<file path="src/rtl/spiflash_pkg.sv">
// Shared types and constants for the SPI NOR flash read arbiter.
package spiflash_pkg;

  typedef enum logic [2:0] {
    StIdle,
    StGap,
    StCmd,
    StData,
    StDone
  } state_e;

  typedef enum logic {
    PortF = 1'b0,
    PortD = 1'b1
  } port_e;

  localparam logic [7:0] CMD_READ     = 8'h03;
  localparam logic [7:0] CMD_FASTREAD = 8'h0B;

  // Width of the serialised command word: opcode, 24-bit address, one spare byte.
  localparam int unsigned TxW = 40;

  // SCLK half-period in clk cycles.
  function automatic logic [1:0] half_period(input logic fast);
    return fast ? 2'd1 : 2'd2;
  endfunction

endpackage

</file>
<file path="src/rtl/spi_shift_engine.sv">
// Mode-0 SPI bit engine: shifts a left-aligned word out on MOSI and collects MISO,
// holding SCLK low for H clk then high for H clk per bit.
module spi_shift_engine
  import spiflash_pkg::*;
(
  input  logic           clk,
  input  logic           rst_n,
  input  logic           load_i,
  input  logic [5:0]     nbits_i,
  input  logic [TxW-1:0] tx_i,
  input  logic [1:0]     half_i,
  input  logic           miso_i,
  output logic           sclk_o,
  output logic           mosi_o,
  output logic           bit_end_o,
  output logic [5:0]     bits_left_o,
  output logic [7:0]     rx_o,
  output logic           done_o
);

  logic           busy_q, busy_d;
  logic           sclk_q, sclk_d;
  logic [TxW-1:0] tx_q, tx_d;
  logic [5:0]     left_q, left_d;
  logic [1:0]     half_q, half_d;
  logic [1:0]     hcnt_q, hcnt_d;
  logic [7:0]     rx_q, rx_d;
  logic           phase_end;

  assign phase_end   = busy_q && (hcnt_q == half_q - 2'd1);
  assign bit_end_o   = phase_end && sclk_q;
  assign done_o      = bit_end_o && (left_q == 6'd1);
  assign sclk_o      = sclk_q;
  // Current bit always sits in the MSB; zeros shift in, so MOSI rests low when idle.
  assign mosi_o      = tx_q[TxW-1];
  assign bits_left_o = left_q;
  assign rx_o        = rx_q;

  always_comb begin
    busy_d = busy_q;
    sclk_d = sclk_q;
    tx_d   = tx_q;
    left_d = left_q;
    half_d = half_q;
    hcnt_d = hcnt_q;
    rx_d   = rx_q;
    if (load_i) begin
      busy_d = 1'b1;
      sclk_d = 1'b0;
      tx_d   = tx_i;
      left_d = nbits_i;
      half_d = half_i;
      hcnt_d = 2'd0;
    end else if (busy_q) begin
      hcnt_d = phase_end ? 2'd0 : hcnt_q + 2'd1;
      if (phase_end && !sclk_q) begin
        sclk_d = 1'b1;
        rx_d   = {rx_q[6:0], miso_i};
      end
      if (bit_end_o) begin
        sclk_d = 1'b0;
        tx_d   = {tx_q[TxW-2:0], 1'b0};
        left_d = left_q - 6'd1;
        if (left_q == 6'd1) begin
          busy_d = 1'b0;
        end
      end
    end
  end

  always_ff @(posedge clk) begin
    if (!rst_n) begin
      busy_q <= 1'b0;
      sclk_q <= 1'b0;
      tx_q   <= '0;
      left_q <= '0;
      half_q <= 2'd1;
      hcnt_q <= '0;
      rx_q   <= '0;
    end else begin
      busy_q <= busy_d;
      sclk_q <= sclk_d;
      tx_q   <= tx_d;
      left_q <= left_d;
      half_q <= half_d;
      hcnt_q <= hcnt_d;
      rx_q   <= rx_d;
    end
  end

endmodule

</file>
<file path="src/rtl/spiflash_read_arbiter.sv">
// Round-robin arbiter sharing one SPI NOR flash between fetch (F) and data (D) byte reads,
// keeping CS low so a read at last address + 1 needs only 8 SCLKs.
// Define SPIFLASH_FASTREAD_EN to use FAST READ (0x0B + 8 dummy clocks) on restarts.
module spiflash_read_arbiter
  import spiflash_pkg::*;
#(
  parameter int unsigned ADDR_W = 12,
  parameter int unsigned CS_GAP = 2
) (
  input  logic              clk,
  input  logic              rst_n,
  input  logic              fast,
  input  logic              f_req,
  input  logic [ADDR_W-1:0] f_addr,
  output logic              f_valid,
  output logic [7:0]        f_data,
  input  logic              d_req,
  input  logic [ADDR_W-1:0] d_addr,
  output logic              d_valid,
  output logic [7:0]        d_data,
  input  logic              flush,
  output logic              spi_sclk,
  output logic              spi_cs_n,
  output logic              spi_mosi,
  input  logic              spi_miso
);

`ifdef SPIFLASH_FASTREAD_EN
  localparam logic [7:0] CmdByte = CMD_FASTREAD;
  localparam logic [5:0] NsBits  = 6'd48;
`else
  localparam logic [7:0] CmdByte = CMD_READ;
  localparam logic [5:0] NsBits  = 6'd40;
`endif
  localparam logic [5:0] SeqBits = 6'd8;
  localparam logic [7:0] GapLast = (CS_GAP > 0) ? 8'(CS_GAP - 1) : 8'd0;
  localparam logic [ADDR_W-1:0] AddrOne = {{(ADDR_W-1){1'b0}}, 1'b1};

  state_e            state_q, state_d;
  port_e             port_q, port_d;
  port_e             rr_last_q, rr_last_d;
  logic [ADDR_W-1:0] addr_q, addr_d;
  logic [ADDR_W-1:0] last_addr_q, last_addr_d;
  logic [1:0]        half_q, half_d;
  logic              stream_open_q, stream_open_d;
  logic              cs_n_q, cs_n_d;
  logic [7:0]        gap_cnt_q, gap_cnt_d;
  logic              f_valid_q, f_valid_d;
  logic              d_valid_q, d_valid_d;
  logic [7:0]        f_data_q, f_data_d;
  logic [7:0]        d_data_q, d_data_d;

  logic              grant_any;
  port_e             grant_port;
  logic [ADDR_W-1:0] grant_addr;
  logic              seq_hit;

  logic              eng_load;
  logic [5:0]        eng_nbits;
  logic [TxW-1:0]    eng_tx;
  logic [1:0]        eng_half;
  logic              eng_bit_end;
  logic [5:0]        eng_left;
  logic [7:0]        eng_rx;
  logic              eng_done;

  always_comb begin
    grant_any = f_req | d_req;
    if (f_req && d_req) begin
      grant_port = (rr_last_q == PortD) ? PortF : PortD;
    end else if (d_req) begin
      grant_port = PortD;
    end else begin
      grant_port = PortF;
    end
    grant_addr = (grant_port == PortD) ? d_addr : f_addr;
    // All-ones never counts as sequential: the flash would continue past it, not wrap.
    seq_hit = stream_open_q && (last_addr_q != '1) && (grant_addr == last_addr_q + AddrOne);
  end

  always_comb begin
    state_d       = state_q;
    port_d        = port_q;
    rr_last_d     = rr_last_q;
    addr_d        = addr_q;
    last_addr_d   = last_addr_q;
    half_d        = half_q;
    stream_open_d = stream_open_q;
    cs_n_d        = cs_n_q;
    gap_cnt_d     = gap_cnt_q;
    f_valid_d     = 1'b0;
    d_valid_d     = 1'b0;
    f_data_d      = f_data_q;
    d_data_d      = d_data_q;
    eng_load      = 1'b0;
    eng_nbits     = SeqBits;
    eng_tx        = '0;
    eng_half      = half_q;

    unique case (state_q)
      StIdle: begin
        if (grant_any) begin
          port_d = grant_port;
          addr_d = grant_addr;
          half_d = half_period(fast);
          if (seq_hit) begin
            state_d  = StData;
            eng_load = 1'b1;
            eng_half = half_period(fast);
          end else begin
            state_d   = StGap;
            cs_n_d    = 1'b1;
            gap_cnt_d = 8'd0;
          end
        end else if (flush) begin
          cs_n_d        = 1'b1;
          stream_open_d = 1'b0;
        end
      end
      StGap: begin
        if (gap_cnt_q == GapLast) begin
          state_d   = StCmd;
          cs_n_d    = 1'b0;
          eng_load  = 1'b1;
          eng_nbits = NsBits;
          eng_tx    = {CmdByte, 24'(addr_q), 8'h00};
        end else begin
          gap_cnt_d = gap_cnt_q + 8'd1;
        end
      end
      StCmd: begin
        // The engine runs straight through; only the final 8 bits are the data byte.
        if (eng_bit_end && (eng_left == SeqBits + 6'd1)) begin
          state_d = StData;
        end
      end
      StData: begin
        if (eng_done) begin
          state_d = StDone;
        end
      end
      StDone: begin
        if (port_q == PortD) begin
          d_valid_d = 1'b1;
          d_data_d  = eng_rx;
        end else begin
          f_valid_d = 1'b1;
          f_data_d  = eng_rx;
        end
        last_addr_d   = addr_q;
        stream_open_d = 1'b1;
        rr_last_d     = port_q;
        state_d       = StIdle;
      end
      default: state_d = StIdle;
    endcase
  end

  always_ff @(posedge clk) begin
    if (!rst_n) begin
      state_q       <= StIdle;
      port_q        <= PortF;
      rr_last_q     <= PortD;
      addr_q        <= '0;
      last_addr_q   <= '0;
      half_q        <= 2'd1;
      stream_open_q <= 1'b0;
      cs_n_q        <= 1'b1;
      gap_cnt_q     <= '0;
      f_valid_q     <= 1'b0;
      d_valid_q     <= 1'b0;
      f_data_q      <= '0;
      d_data_q      <= '0;
    end else begin
      state_q       <= state_d;
      port_q        <= port_d;
      rr_last_q     <= rr_last_d;
      addr_q        <= addr_d;
      last_addr_q   <= last_addr_d;
      half_q        <= half_d;
      stream_open_q <= stream_open_d;
      cs_n_q        <= cs_n_d;
      gap_cnt_q     <= gap_cnt_d;
      f_valid_q     <= f_valid_d;
      d_valid_q     <= d_valid_d;
      f_data_q      <= f_data_d;
      d_data_q      <= d_data_d;
    end
  end

  spi_shift_engine u_engine (
    .clk         (clk),
    .rst_n       (rst_n),
    .load_i      (eng_load),
    .nbits_i     (eng_nbits),
    .tx_i        (eng_tx),
    .half_i      (eng_half),
    .miso_i      (spi_miso),
    .sclk_o      (spi_sclk),
    .mosi_o      (spi_mosi),
    .bit_end_o   (eng_bit_end),
    .bits_left_o (eng_left),
    .rx_o        (eng_rx),
    .done_o      (eng_done)
  );

  assign spi_cs_n = cs_n_q;
  assign f_valid  = f_valid_q;
  assign d_valid  = d_valid_q;
  assign f_data   = f_data_q;
  assign d_data   = d_data_q;

endmodule

</file>
<file path="config.mk">
export PLATFORM = sky130hd
export DESIGN_NAME = spiflash_read_arbiter
export DESIGN_NICKNAME = d
export VERILOG_FILES = /design/src/rtl/spiflash_pkg.sv /design/src/rtl/spi_shift_engine.sv /design/src/rtl/spiflash_read_arbiter.sv
export SDC_FILE = /design/constraint.sdc
export NUM_CORES = 1
export LEC_CHECK = 0
export ABC_AREA = 1
export CAP_MARGIN = 20
export CORE_UTILIZATION = 40
export CTS_BUF_LIST = sky130_fd_sc_hd__clkbuf_2
export DETAILED_ROUTE_END_ITERATION = 10
export HOLD_SLACK_MARGIN = 0.02
export PLACE_DENSITY = 0.63
export SETUP_SLACK_MARGIN = 0.02
export SLEW_MARGIN = 25
export SYNTH_ARGS = -nofsm -noshare
export SYNTH_HDL_FRONTEND = slang
export SYNTH_HIERARCHICAL = 1
export SYNTH_SLANG_ARGS = --single-unit
</file>
<file path="constraint.sdc">
create_clock -name clk -period 3.25 [get_ports clk]
set_input_delay 0.325 -clock clk [delete_from_list [all_inputs] [get_ports clk]]
set_output_delay 0.325 -clock clk [all_outputs]
set_load 0.01 [all_outputs]
</file>
==> impl_metrics.yaml <==
worst_setup_path:
  crit_top_cell: "nand2_1"
  worst-r2r-cell-count: 17
  cp.depth: 17
  cp-end-kind: "flip-flop"
  crit_path_max_incr_delay_ps: 390
  path_buf_inv: 3
  criticalPathCategory: "reg2reg"
  crit_path_start_kind: "flip-flop"
  cp.required_ps: 3870
  reg2reg_from: "last_addr_q[0]"
  critical_path_peak_fanout: 28
  cp-startpoint: "last_addr_q[0]"
  cp_cell_sequence: "ha_1, nand2_1, inv_1, nor2_1, nand3_1, nand2_1, nand2_1, nor2_1, nand2_1, nor2_4, nand3_1, nand2_2, clkinv_1, buf_4, nand2_4, nand2_1, a21oi_2"
  path_delay_family: "simple AND/OR/NAND/NOR gates"
  crit_slowest_cell: "dfxtp_1"
  worstPathArrival_ps: 3520
clock_tree:
  cts_made_buffers: 17
  cts_tree: "built"
  clockBufferDepth: 2
  cts_num_sinks: 119
  path_clk_slew_ps: 190
  cts_root_buf: "clkbuf_2"
  cts_setup_buffers: 0
  worstSkewPairLatency_ps: 680
  htree_levels: 4
detailed_routing:
  post_drt_wl_per_cell_um: 11.7
  drc: 0
  first_pass_iters: 4
  viasPerCell: 4.78
  wirelength_mm: 13.9
  vias: 5683
  antenna_left: 0
  first_iter_violations: 429
sta:
  finalHoldViolCount: 0
  slew_viol_final: 0
  final.setup_skew_ps: 34.4
  setup_viol_count_final: 0
  setup_ws_ps: 342
  post-route-period-util: 0.895
  period_minus_slack_ps: 2910
  fmax_ghz: 0.344
  rsz0062_at_grt: "false"
  tightest_slew_ps: 603
  tns_ps: 0
  slew-limit-headroom: 0.596
global_route:
  antenna_found_initial: 1
  grt.total_usage: 0.183
  grt.overflow.total: 0
  grt_max_degree: 54
  grt_pass1_wl_mm: 23.7
  grt_pass1_vias: 5088
synth:
  ys_top_cells_by_area: "dfxtp_1 39%, nand2_1 14%, nand3_1 8.5%, o21ai_0 7.2%, inv_1 7.0%"
  yosys_warnings: 6
  synth_cell_type_count: 40
  yosys.area.top_type_share: 0.387
  asyncSetResetFlopFracSynth: 0
  synth-edff-count: 0
  synth_top_area_cell: "dfxtp_1"
  synthesis.area_um2: 6150
  syn_avg_cell_area_um2: 6.69
  ys_seq_elements: 119
  synth_flop_cell: "dfxtp_1"
  seq_area_frac_synth: 0.387
  syn_inst: 919
placement:
  dpl.hpwl_mm: 9.37
  gp_congestion: 0.845
  dp_slack_ps: 42.2
  placement.io_buffers: 51
die:
  ioPinCount: 52
  core-area_um2: 14800
  die_h_um: 126
  rows: 44
  fp.dieArea_um2: 15900
  die_w_um: 126
  initial_core_util: 0.417
hold_path:
  hp-class: "in2reg"
  hp-start: "spi_miso"
  whs_path_depth: 3
status:
  status: "finished clean"
final_layout:
  nNetsFinal: 1026
  syn_to_final_growth_pct: 17.0
  drive_gt1_frac: 0.0788
power_and_ir_drop:
  power.density_nw_per_um2: 501
  ir_worst_vdd_mv: 0.323
  p_leak_nw: 2.95
flow_run:
  maxCapViolCount: 0
-- cell usage after synthesis, drive strengths merged (3+ instances only) --
cell type and instances:
o21ai 98, o21bai 3, a22o 8, nor2 61
clkbuf 23, ha 5, dfxtp 119, nand4 9
nand3 107, nand3b 7, buf 21, clkinv 3
nor3 8, inv 118, a21oi 75, nand2 243
-- routing by layer --
| layer | routed length [um] | global-route usage |
|---|---|---|
| met4 | 165 | 0.0638 |
| met2 | 5780 | 0.269 |
| met5 | 0 | 0 |
| met1 | 7350 | 0.262 |
| met3 | 616 | 0.0412 |
-- registers in the layout, indices dropped and copies added, names as in the netlist --
| signal | cells |
|---|---|
| u_engine/bits_left_o | 6 |
| last_addr_q | 12 |
| u_engine/busy_q | 1 |
| f_valid | 1 |
| f_data | 8 |
| u_engine/sclk_o | 1 |
| u_engine/half_q | 2 |
| u_engine/hcnt_q | 2 |
| d_valid | 1 |
| addr_q | 12 |
| u_engine/tx_q | 40 |
| gap_cnt_q | 8 |
| port_q | 1 |
| d_data | 8 |
| state_q | 3 |
| rr_last_q | 1 |
| spi_cs_n | 1 |
| stream_open_q | 1 |
| half_q | 2 |
| u_engine/rx_o | 8 |
-- where the power goes --
part	total (W)	internal [W]	switching (W)	leakage (nW)
clock	0.00110	0.000508	0.000595	0.157
combinational	0.000842	0.000286	0.000556	1.83
sequential	0.00166	0.00158	0.0000841	0.963
-- cell families after synthesis --
group                      share of synthesized area
and+or+nand+nor                                0.322
AOI/OAI and AO/OA                              0.164
buffers and inverters                          0.114
DFF                                            0.387
adders and majority gates                     0.0102
other                                        0.00122
muxes                                        0.00163
-- cells in the final DEF (no fill, tap or decap), types with 12 or more instances in the layout --
cell,synthesis,routed
a21oi_1,72,72
buf_4,3,12
clkbuf_2,0,17
clkdlybuf4s50_1,0,50
conb_1,2,31
dfxtp_1,119,119
inv_1,115,115
nand2_1,235,234
nand3_1,104,104
nor2_1,55,55
o21ai_0,89,89
-- final timing paths --
path                                                 to  slack, ps
worst max-delay path            u_engine/bits_left_o[1]        340
worst min-delay path                   u_engine/rx_o[0]        240
worst max register to register  u_engine/bits_left_o[1]        340
worst min register to register                half_q[0]        470
-- worst reg2reg max path, cell delays in order (launching register included) --
cell	delay (ps)
dfxtp_1	390
ha_1	290
nand2_1	90
inv_1	80
nor2_1	200
nand3_1	110
nand2_1	80
nand2_1	60
nor2_1	80
nand2_1	90
nor2_4	170
nand3_1	150
nand2_2	230
clkinv_1	120
buf_4	250
nand2_4	270
nand2_1	110
a21oi_2	120
-- area by class of cell --
type / instances / area, um^2
well taps: 184 / 230
flip-flops and latches: 119 / 2380
diodes: 2 / 5.00
inverters: 121 / 454
repair buffers: 66 / 646
multi-input cells: 665 / 3190
fillers: 1529 / 7560
clock inverters: 15 / 204
clock buffers: 17 / 85.1
-- stage by stage --
| step | cell area [um^2] | utilization | power [W] | hold slack [ps] | cells |
|---|---|---|---|---|---|
| after detailed placement | 6880 | 0.466 | 0.00252 | 442 | 1153 |
| after global placement | 6880 | 0.466 | 0.00253 | 448 | 1153 |
| after floorplan | 6260 | - | 0.00231 | 427 | 948 |
| final | 7200 | 0.488 | 0.00360 | 237 | 1189 |
| after global routing | 7200 | 0.488 | 0.00385 | 149 | 1189 |
| after CTS | 7180 | 0.487 | 0.00364 | 162 | 1186 |
-- timing repair --
action,4_1_cts,5_1_grt
hold buffers,1,0
setup endpoints to repair,0,28
resized for setup,0,0
endpoints found under the hold margin,5,0
Note: power is estimated with default switching activity, not from simulation.
